### src/rtl/ft60x_multichan_fifo_ctrl.sv
// ft60x_multichan_fifo_ctrl: FT600/FT601 245 sync-FIFO bus master with round-robin TX channels and an RX skid FIFO
module ft60x_multichan_fifo_ctrl #(
  parameter int data_width_p = 32,
  parameter int num_chan_p = 4,
  parameter int max_burst_p = 64,
  parameter int rx_fifo_els_p = 4,
  localparam int tag_width_lp = (num_chan_p > 1) ? $clog2(num_chan_p) : 1,
  localparam int be_width_lp = data_width_p / 8
) (
  input  logic                               clk_i,
  input  logic                               reset_n_i,
  input  logic                               txe_n_i,
  input  logic                               rxf_n_i,
  output logic                               wr_n_o,
  output logic                               rd_n_o,
  output logic                               oe_n_o,
  output logic                               siwu_n_o,
  output logic [data_width_p-1:0]            data_o,
  output logic [be_width_lp-1:0]             be_o,
  output logic                               data_oe_o,
  input  logic [data_width_p-1:0]            data_i,
  input  logic [be_width_lp-1:0]             be_i,
  input  logic [num_chan_p*data_width_p-1:0] tx_data_i,
  input  logic [num_chan_p-1:0]              tx_v_i,
  output logic [num_chan_p-1:0]              tx_yumi_o,
  output logic [tag_width_lp-1:0]            tx_tag_o,
  output logic [data_width_p-1:0]            rx_data_o,
  output logic [be_width_lp-1:0]             rx_be_o,
  output logic                               rx_v_o,
  input  logic                               rx_ready_i
);
  localparam int cnt_w_lp = $clog2(max_burst_p + 1);
  localparam int addr_w_lp = $clog2(rx_fifo_els_p);
  typedef enum logic [2:0] {IDLE, TX, RX_OE, RX, RX_END} state_e;
  state_e state, state_n;
  logic [tag_width_lp-1:0] tag, tag_n, ptr, ptr_n, pick, nxt;
  logic [cnt_w_lp-1:0] cnt, cnt_n, cnt_inc;
  logic [data_width_p-1:0] data_n;
  logic [data_width_p-1:0] tx_word [num_chan_p];
  logic [data_width_p+be_width_lp-1:0] mem [rx_fifo_els_p];
  logic [addr_w_lp:0] wp, rp, free;
  logic last_rx, last_rx_n, full, full_n;
  logic wr_n_n, rd_n_n, oe_n_n, data_oe_n;
  logic xfer, hold, load, stop, push, pop, tx_pend, rx_pend;
  int free_after;
  assign siwu_n_o = 1'b1;
  assign tx_tag_o = tag;
  assign xfer = !wr_n_o && !txe_n_i;
  assign hold = full && !xfer;
  assign push = !rd_n_o && !oe_n_o && !rxf_n_i;
  assign pop = rx_v_o && rx_ready_i;
  assign free = (addr_w_lp+1)'(rx_fifo_els_p) - (wp - rp);
  assign free_after = int'(free) + int'(pop) - int'(push);
  assign cnt_inc = cnt + cnt_w_lp'(xfer) + cnt_w_lp'(push);
  // A held word only ever belongs to the current tag, so it counts as pending on its own
  assign tx_pend = !txe_n_i && (full || |tx_v_i);
  assign rx_pend = !rxf_n_i && free >= (addr_w_lp+1)'(3);
  assign nxt = (tag == tag_width_lp'(num_chan_p - 1)) ? '0 : tag + 1'b1;
  assign tx_yumi_o = load ? num_chan_p'(1) << tag : '0;
  assign rx_v_o = wp != rp;
  assign {rx_be_o, rx_data_o} = mem[rp[addr_w_lp-1:0]];
  always_comb begin
    pick = ptr;
    for (int i = 0; i < num_chan_p; i++) tx_word[i] = tx_data_i[i*data_width_p +: data_width_p];
    for (int i = num_chan_p - 1; i >= 0; i--) if (tx_v_i[i]) pick = tag_width_lp'(i);
    for (int i = num_chan_p - 1; i >= 0; i--) if (tx_v_i[i] && i >= int'(ptr)) pick = tag_width_lp'(i);
  end
  always_comb begin
    state_n = state;
    tag_n = tag;
    ptr_n = ptr;
    last_rx_n = last_rx;
    full_n = full;
    cnt_n = cnt_inc;
    data_n = data_o;
    wr_n_n = 1'b1;
    rd_n_n = 1'b1;
    oe_n_n = oe_n_o;
    data_oe_n = 1'b0;
    load = 1'b0;
    stop = 1'b0;
    unique case (state)
      IDLE: begin
        cnt_n = '0;
        if (tx_pend && (!rx_pend || last_rx)) begin
          state_n = TX;
          tag_n = full ? tag : pick;
          last_rx_n = 1'b0;
        end else if (rx_pend) begin
          state_n = RX_OE;
          oe_n_n = 1'b0;
          last_rx_n = 1'b1;
        end
      end
      TX: begin
        load = !txe_n_i && !hold && tx_v_i[tag] && cnt_inc < cnt_w_lp'(max_burst_p);
        stop = txe_n_i || cnt_inc == cnt_w_lp'(max_burst_p) || !(hold || load);
        full_n = hold || load;
        data_n = load ? tx_word[tag] : data_o;
        wr_n_n = stop;
        data_oe_n = !stop;
        if (stop) begin
          state_n = IDLE;
          ptr_n = hold ? tag : nxt;
        end
      end
      RX_OE: begin
        state_n = RX;
        rd_n_n = 1'b0;
      end
      // Exit leaves at least two free slots so nothing in flight can overflow
      RX: begin
        stop = rxf_n_i || free_after <= 2 || cnt_inc == cnt_w_lp'(max_burst_p);
        rd_n_n = stop;
        state_n = stop ? RX_END : RX;
      end
      default: begin
        oe_n_n = 1'b1;
        state_n = IDLE;
      end
    endcase
  end
  always_ff @(posedge clk_i or negedge reset_n_i)
    if (!reset_n_i) begin
      state <= IDLE;
      tag <= '0;
      ptr <= '0;
      last_rx <= 1'b1;
      full <= 1'b0;
      cnt <= '0;
      data_o <= '0;
      be_o <= '0;
      wr_n_o <= 1'b1;
      rd_n_o <= 1'b1;
      oe_n_o <= 1'b1;
      data_oe_o <= 1'b0;
      wp <= '0;
      rp <= '0;
    end else begin
      state <= state_n;
      tag <= tag_n;
      ptr <= ptr_n;
      last_rx <= last_rx_n;
      full <= full_n;
      cnt <= cnt_n;
      data_o <= data_n;
      be_o <= '1;
      wr_n_o <= wr_n_n;
      rd_n_o <= rd_n_n;
      oe_n_o <= oe_n_n;
      data_oe_o <= data_oe_n;
      wp <= wp + (addr_w_lp+1)'(push);
      rp <= rp + (addr_w_lp+1)'(pop);
    end
  always_ff @(posedge clk_i)
    if (push) mem[wp[addr_w_lp-1:0]] <= {be_i, data_i};
endmodule

### config.mk
export PLATFORM = sky130hd
export DESIGN_NAME = ft60x_multichan_fifo_ctrl
export DESIGN_NICKNAME = d
export VERILOG_FILES = /design/src/rtl/ft60x_multichan_fifo_ctrl.sv
export SDC_FILE = /design/constraint.sdc
export NUM_CORES = 1
export LEC_CHECK = 0
export ABC_CLOCK_PERIOD_IN_PS = 3800
export CELL_PAD_IN_SITES_DETAIL_PLACEMENT = 0
export CELL_PAD_IN_SITES_GLOBAL_PLACEMENT = 2
export CORE_MARGIN = 10
export CORE_UTILIZATION = 30
export DETAILED_ROUTE_END_ITERATION = 8
export MAX_ROUTING_LAYER = met4
export PLACE_DENSITY = 0.78
export SLEW_MARGIN = 20
export SYNTH_ARGS = -nofsm -noshare
export SYNTH_HDL_FRONTEND = slang
export SYNTH_SLANG_ARGS = --single-unit
### constraint.sdc
create_clock -name clk_i -period 3.8 [get_ports clk_i]
set_clock_uncertainty 0.05 [all_clocks]
set_input_delay 0.76 -clock clk_i [delete_from_list [all_inputs] [get_ports clk_i]]
set_output_delay 0.76 -clock clk_i [all_outputs]
set_load 0.02 [all_outputs]
==> flow_summary_export.csv, run 1 <==
group,metric,value,unit
run_status,outcome,"finished clean",
setup_path,worstReg2RegStart,"wp[1]",
synth,ys_async_sr_fraction,29.1,%
synth,synth_edf_count,144,
global_routing,grt_max_degree,38,
global_routing,grt_pass1_wl,35.7,mm
placement,place_inst,1105,
final_layout,final_common_cell,"clkdlybuf4s50_1",
final_layout,multiInputGateArea,2900,µm²
final_layout,final_nets,941,
setup_path,path_cells,"clkdlybuf4s50_1 -> nor2_1 -> fa_1 -> ha_1 -> and3_4 -> nand3_2 -> xnor2_4 -> nor3_4 -> and2_1 -> buf_2",
global_routing,grt-ovfl-total,0,
clock_network,cts_made_buffers,24,
synth,postSynthRegisterBits,203,
global_routing,grt_pass1_vias,6283,
power_and_ir_drop,p_per_area,747,nW/µm²
floorplanning,die_area,36900,µm²
route,vias_per_cell,4.69,
setup_path,cp.arrival,2.89,ns
floorplanning,rows,62,
synth,synth_area,8870,µm²
setup_path,timing.rr.end,"state[1]",
placement,place.port_buffers,255,
worst_hold_path,holdCritPathClass,"input pin to asynchronous set/reset pin",
power_and_ir_drop,max-vdd-ir-drop,0.294,mV
floorplanning,initial_core_util,30.7,%
final_layout,syn2layout_area_growth,44.4,%
setup_path,reg2reg_depth,11,
clock_network,clock_latency,0.50,ns
placement,place.gp.congestion,0.811,
synth,synthCells,470,
clock_network,cts_sinks,203,
clock_network,clock_tree.buffer_depth,3,
synth,yosysUniqueCellTypes,46,
global_routing,antenna_found_initial,1,
final_layout,layout-drive-gt1-share,24.0,%
floorplanning,ios,257,
clock_network,path_clk_slew,0.06,ns
floorplanning,core_area,28900,µm²
timing,max-slew-margin-rel,45.3,%
timing,tightest_slew,0.814,ns
final_layout,layout_common_cells,"clkdlybuf4s50_1, edfxtp_1, mux4_2",
synth,seq_area_frac_synth,65.4,%
run,max-cap-violations,0,
setup_path,startpoint_type,"input pin",
clock_network,cts_tree,"built",
setup_path,critPathRequiredTime,2.99,ns
setup_path,critical-path-max-stage-delay,0.49,ns
timing,period_share,97.4,%
timing,fin_crit,3.70,ns
timing,rsz0062_at_grt,"no",
route,via_count,5396,
final_layout,fill_cells,2514,
final_layout,design_area,12800,µm²
synth,yosysWarnings,0,
setup_path,critPathSlowestCell,"clkdlybuf4s50_1",
global_routing,grtUsageTotal,13.0,%
route,drtIter0Drc,209,
final_layout,instances_no_fill,1151,
synth,synthTopCellsByArea,"edfxtp_1, mux4_2, dfrtp_1, mux2_2, ha_1",
setup_path,crit_fanout,5,
placement,dpl-instance-area,12000,µm²
timing,finalSetupTns,0,ns
floorplanning,die_width,192,µm
floorplanning,die-height,192,µm
synth,synth_flop_cell,"edfxtp_1",
final_layout,seqCellArea,5810,µm²
setup_path,r2r_setup_slack,0.73,ns
setup_path,path_class,"input pin to output port",
synth,synth_top_area_cell,"edfxtp_1",
timing,final-setup-viol-count,0,
synth,yosys.area.top_type_share,48.7,%
synth,syn_avg_cell_area,18.9,µm²
timing,final_hold_viol_count,0,
placement,hpwl,17.7,mm
route,antenna_left,0,
timing,final-max-slew-violation-count,0,
clock_network,cts.root.buffer_cell,"clkbuf_16",
timing,fin_hold_ws,0.228,ns
route,drc,0,
power_and_ir_drop,p_leak,4.62,nW
timing,fmax,270,MHz
route,drt-pass1-iter-count,4,
route,wl_per_cell,20.5,µm
clock_network,htree_levels,1,
route,wl,23.6,mm
setup_path,crit_path_end_kind,"output port",
where the power goes:
part           internal, mW  switching (mW)  total, mW
registers              2.77           0.240       3.00
clock network          1.51           0.907       2.42
logic                  2.10            2.05       4.16
total                  6.38            3.20       9.58
area by class of cell:
| cell class | instances | area share (%) |
|---|---|---|
| flip-flops and latches | 203 | 45.3 |
| multi-input cells | 229 | 22.6 |
| clock inverters | 17 | 1.69 |
| inverters | 16 | 0.469 |
| diodes | 1 | 0.0195 |
| well taps | 384 | 3.75 |
| clock buffers | 27 | 5.02 |
| repair buffers | 274 | 21.1 |
worst max-delay path: cells and delay by family:
family | cells | cell delay (ns)
xor gates and xnor gates | 1 | 0.08
buffers and inverters | 2 | 0.66
adders and majority gates | 2 | 0.59
and+or+nand+nor | 5 | 0.79
registers in the layout (all words and copies together), names as in the netlist:
register / count
cnt: 7
mem: 144
rd_n_o: 1
be_o: 1
last_rx: 1
data_oe_o: 1
wp: 3
ptr: 2
data_o: 32
full: 1
state: 3
tx_tag_o: 2
oe_n_o: 1
rp: 3
wr_n_o: 1
logic make-up after synthesis:
| kind of cell | after synthesis | share of synthesized area (%) |
|---|---|---|
| XOR/XNOR | 13 | 1.49 |
| AND/OR/NAND/NOR | 60 | 3.50 |
| AO/OA/AOI/OAI | 27 | 2.06 |
| flip-flops | 203 | 65.4 |
| multiplexers | 107 | 22.2 |
| other | 1 | 0.0423 |
| adder cells (fa/ha/maj) | 20 | 2.99 |
| buffers and inverters | 39 | 2.27 |
routing by layer:
metal  part of all wire, %  GRT usage, %  up-vias
met4                   1.3          2.71        0
met3                    10          5.22       21
li1                      -             -     2418
met2                    48          21.7      238
met5                     0             -        -
met1                    41          14.3     2719
cells in the mapped netlist (3+ instances only):
master    number
ha_1          18
o21ai_0        6
xor2_1         4
mux2_1         3
mux2_2        32
clkbuf_1       6
xnor2_1        8
nand3_1        6
and2_1         6
nor2_1        17
a21o_1         4
nor2b_1        4
inv_1         16
dfstp_2        4
nand2_1       11
mux2i_1        3
nor3_1         6
buf_4          4
nand2b_1       3
buf_2          8
a21oi_1        5
buf_6          4
edfxtp_1     144
dfrtp_1       55
mux4_2        68
what timing repair did:
action	in CTS	in global routing
pin swaps	1	1
buffers inserted	0	1
gates resized for setup	16	3
setup endpoints to repair	4	4
hold buffers	0	0
how the worst max path moves through the flow:
stage                        end  startpoint  depth (start not counted)  slack, ns
floorplan           tx_yumi_o[0]     rxf_n_i                          9       0.19
global placement    tx_yumi_o[3]     rxf_n_i                         10      -0.41
detailed placement  tx_yumi_o[3]     rxf_n_i                         10      -0.43
CTS                 tx_yumi_o[3]     rxf_n_i                         10       0.03
global route        tx_yumi_o[2]     txe_n_i                         10      0.001
finish              tx_yumi_o[2]     txe_n_i                         10        0.1
stage by stage:
stage	total power, mW	utilization, %	setup slack [ns]
after floorplan	5.58	-	0.193
after global placement	7.20	41.3	-0.407
after detailed placement	7.28	41.3	-0.425
after CTS	9.77	44.2	0.0324
after global routing	10.2	44.3	0.00103
final	9.58	44.3	0.0975
Power figures use the tool's default switching activity.
==> run 2, diff against run 1 <==
--- a/config.mk
+++ b/config.mk
@@ -10,6 +10,7 @@
 export CELL_PAD_IN_SITES_GLOBAL_PLACEMENT = 2
 export CORE_MARGIN = 10
 export CORE_UTILIZATION = 30
+export CTS_CLUSTER_SIZE = 10
 export DETAILED_ROUTE_END_ITERATION = 8
 export MAX_ROUTING_LAYER = met4
 export PLACE_DENSITY = 0.78
==> run 2 against run 1 <==
Net effect:
- clock-buffer cell count increased by 14
- maximum frequency about the same
- largest power group unchanged
- cell count increased by 0.17%
- core utilization decreased by 0.42 points
- highest routed layer unchanged
==> flow_summary_export.csv, run 2 (same netlist as run 1, synthesis figures left out) <==
group,metric,value,unit
route,via_count,5419,
global_routing,grt_max_degree,38,
power_and_ir_drop,max-vdd-ir-drop,0.284,mV
global_routing,grt_pass1_vias,6288,
floorplanning,ios,257,
global_routing,grtUsageTotal,13.0,%
global_routing,grt-ovfl-total,0,
timing,fmax,270,MHz
setup_path,timing.rr.end,"state[1]",
route,drt-pass1-iter-count,4,
clock_network,path_clk_slew,0.05,ns
worst_hold_path,holdCritPathClass,"input pin to asynchronous set/reset pin",
timing,finalSetupTns,0,ns
setup_path,cp.arrival,2.89,ns
setup_path,crit_path_end_kind,"output port",
final_layout,syn2layout_area_growth,43.1,%
placement,hpwl,17.7,mm
global_routing,antenna_found_initial,1,
setup_path,path_class,"input pin to output port",
setup_path,startpoint_type,"input pin",
clock_network,cts_tree,"built",
setup_path,critPathRequiredTime,2.99,ns
route,wl,23.7,mm
clock_network,htree_levels,1,
run_status,outcome,"finished clean",
floorplanning,core_area,28900,µm²
setup_path,worstReg2RegStart,"wp[1]",
final_layout,layout_common_cells,"clkdlybuf4s50_1, edfxtp_1, mux4_2",
power_and_ir_drop,total_power,9.30,mW
route,vias_per_cell,4.70,
setup_path,crit_fanout,5,
final_layout,final_util,43.9,%
timing,final_hold_viol_count,0,
final_layout,design_area,12700,µm²
floorplanning,die_area,36900,µm²
clock_network,ctsHoldBuffers,0,
floorplanning,die_width,192,µm
timing,fin_hold_ws,0.222,ns
final_layout,layout-drive-gt1-share,22.4,%
clock_network,clock_latency,0.50,ns
run,max-cap-violations,0,
timing,period_share,97.4,%
power_and_ir_drop,p_per_area,733,nW/µm²
floorplanning,initial_core_util,30.7,%
global_routing,grt_pass1_wl,35.8,mm
timing,rsz0062_at_grt,"no",
clock_network,clock_tree.buffer_depth,3,
placement,place.port_buffers,255,
floorplanning,die-height,192,µm
clock_network,cts_sinks,203,
setup_path,reg2reg_depth,11,
final_layout,largest_reg_flops,144,
timing,max-slew-margin-rel,46.2,%
timing,final-max-slew-violation-count,0,
route,drc,0,
clock_network,cts.root.buffer_cell,"clkbuf_16",
placement,place.gp.congestion,0.811,
placement,dpl-instance-area,12000,µm²
setup_path,startpoint,"txe_n_i",
setup_path,r2r_setup_slack,0.72,ns
route,drtIter0Drc,177,
final_layout,final_common_cell,"clkdlybuf4s50_1",
timing,tightest_slew,0.800,ns
power_and_ir_drop,p_leak,4.56,nW
final_layout,final_nets,942,
clock_network,cts_made_buffers,25,
timing,final-setup-viol-count,0,
route,wl_per_cell,20.6,µm
floorplanning,rows,62,
timing,fin_crit,3.70,ns
route,antenna_left,0,
[run 2: cell count changes in the layout (fill, tap and decap cells not counted), sizes merged]
cell,before,now
clkbuf,27,41
inv,21,17
bufinv,4,1
clkinv,6,3
clkinvlp,2,0
[run 2: worst max-delay path by stage]
stage,to,depth (start not counted),slack (ns)
after CTS,tx_yumi_o[3],10,0.03
after detailed placement,tx_yumi_o[3],10,-0.43
after global routing,tx_yumi_o[2],10,0.001
after global placement,tx_yumi_o[3],10,-0.41
final,tx_yumi_o[2],10,0.1
after floorplan,tx_yumi_o[0],9,0.19
[run 2: where the power goes]
part / switching [mW] / total [mW] / internal, mW / leakage (nW)
logic: 2.06 / 4.16 / 2.10 / 2.18
clock network: 0.840 / 2.13 / 1.29 / 0.355
registers: 0.241 / 3.01 / 2.77 / 2.02
[run 2: metrics by stage]
step	setup WS, ns	std cells
finish	0.0984	1153
global route	0.00103	1153
CTS	0.0324	1151
detailed placement	-0.425	1105
global placement	-0.407	1105
floorplan	0.193	471
[run 2: per-layer routing]
layer	share of wire, %	GRT usage, %
met1	41	14.6
met2	48	21.6
met3	9.5	4.81
met4	1.7	3.19
met5	0	-
[run 2: what timing repair did]
action | 4_1_cts | 5_1_grt
resized for setup | 16 | 3
buffers inserted | 0 | 1
pin swaps | 1 | 1
endpoints found under the hold margin | 0 | 0
endpoints found under the setup margin | 4 | 4
[run 2: worst max-delay path, stage by stage]
cell	delay (ns)
clkdlybuf4s50_1	0.49
nor2_1	0.07
fa_1	0.38
ha_1	0.21
and3_4	0.16
nand3_2	0.11
xnor2_4	0.08
nor3_4	0.27
and2_1	0.18
buf_2	0.17
[run 2: cell type report]
type	count	area, µm²
Clock buffer	41	686
Sequential cell	203	5810
Timing Repair Buffer	274	2700
Clock inverter	5	52.6
Antenna cell	1	2.50
Inverter	16	60.1
Fill cell	2528	16200
Multi-Input combinational cell	229	2900
Tap cell	384	480
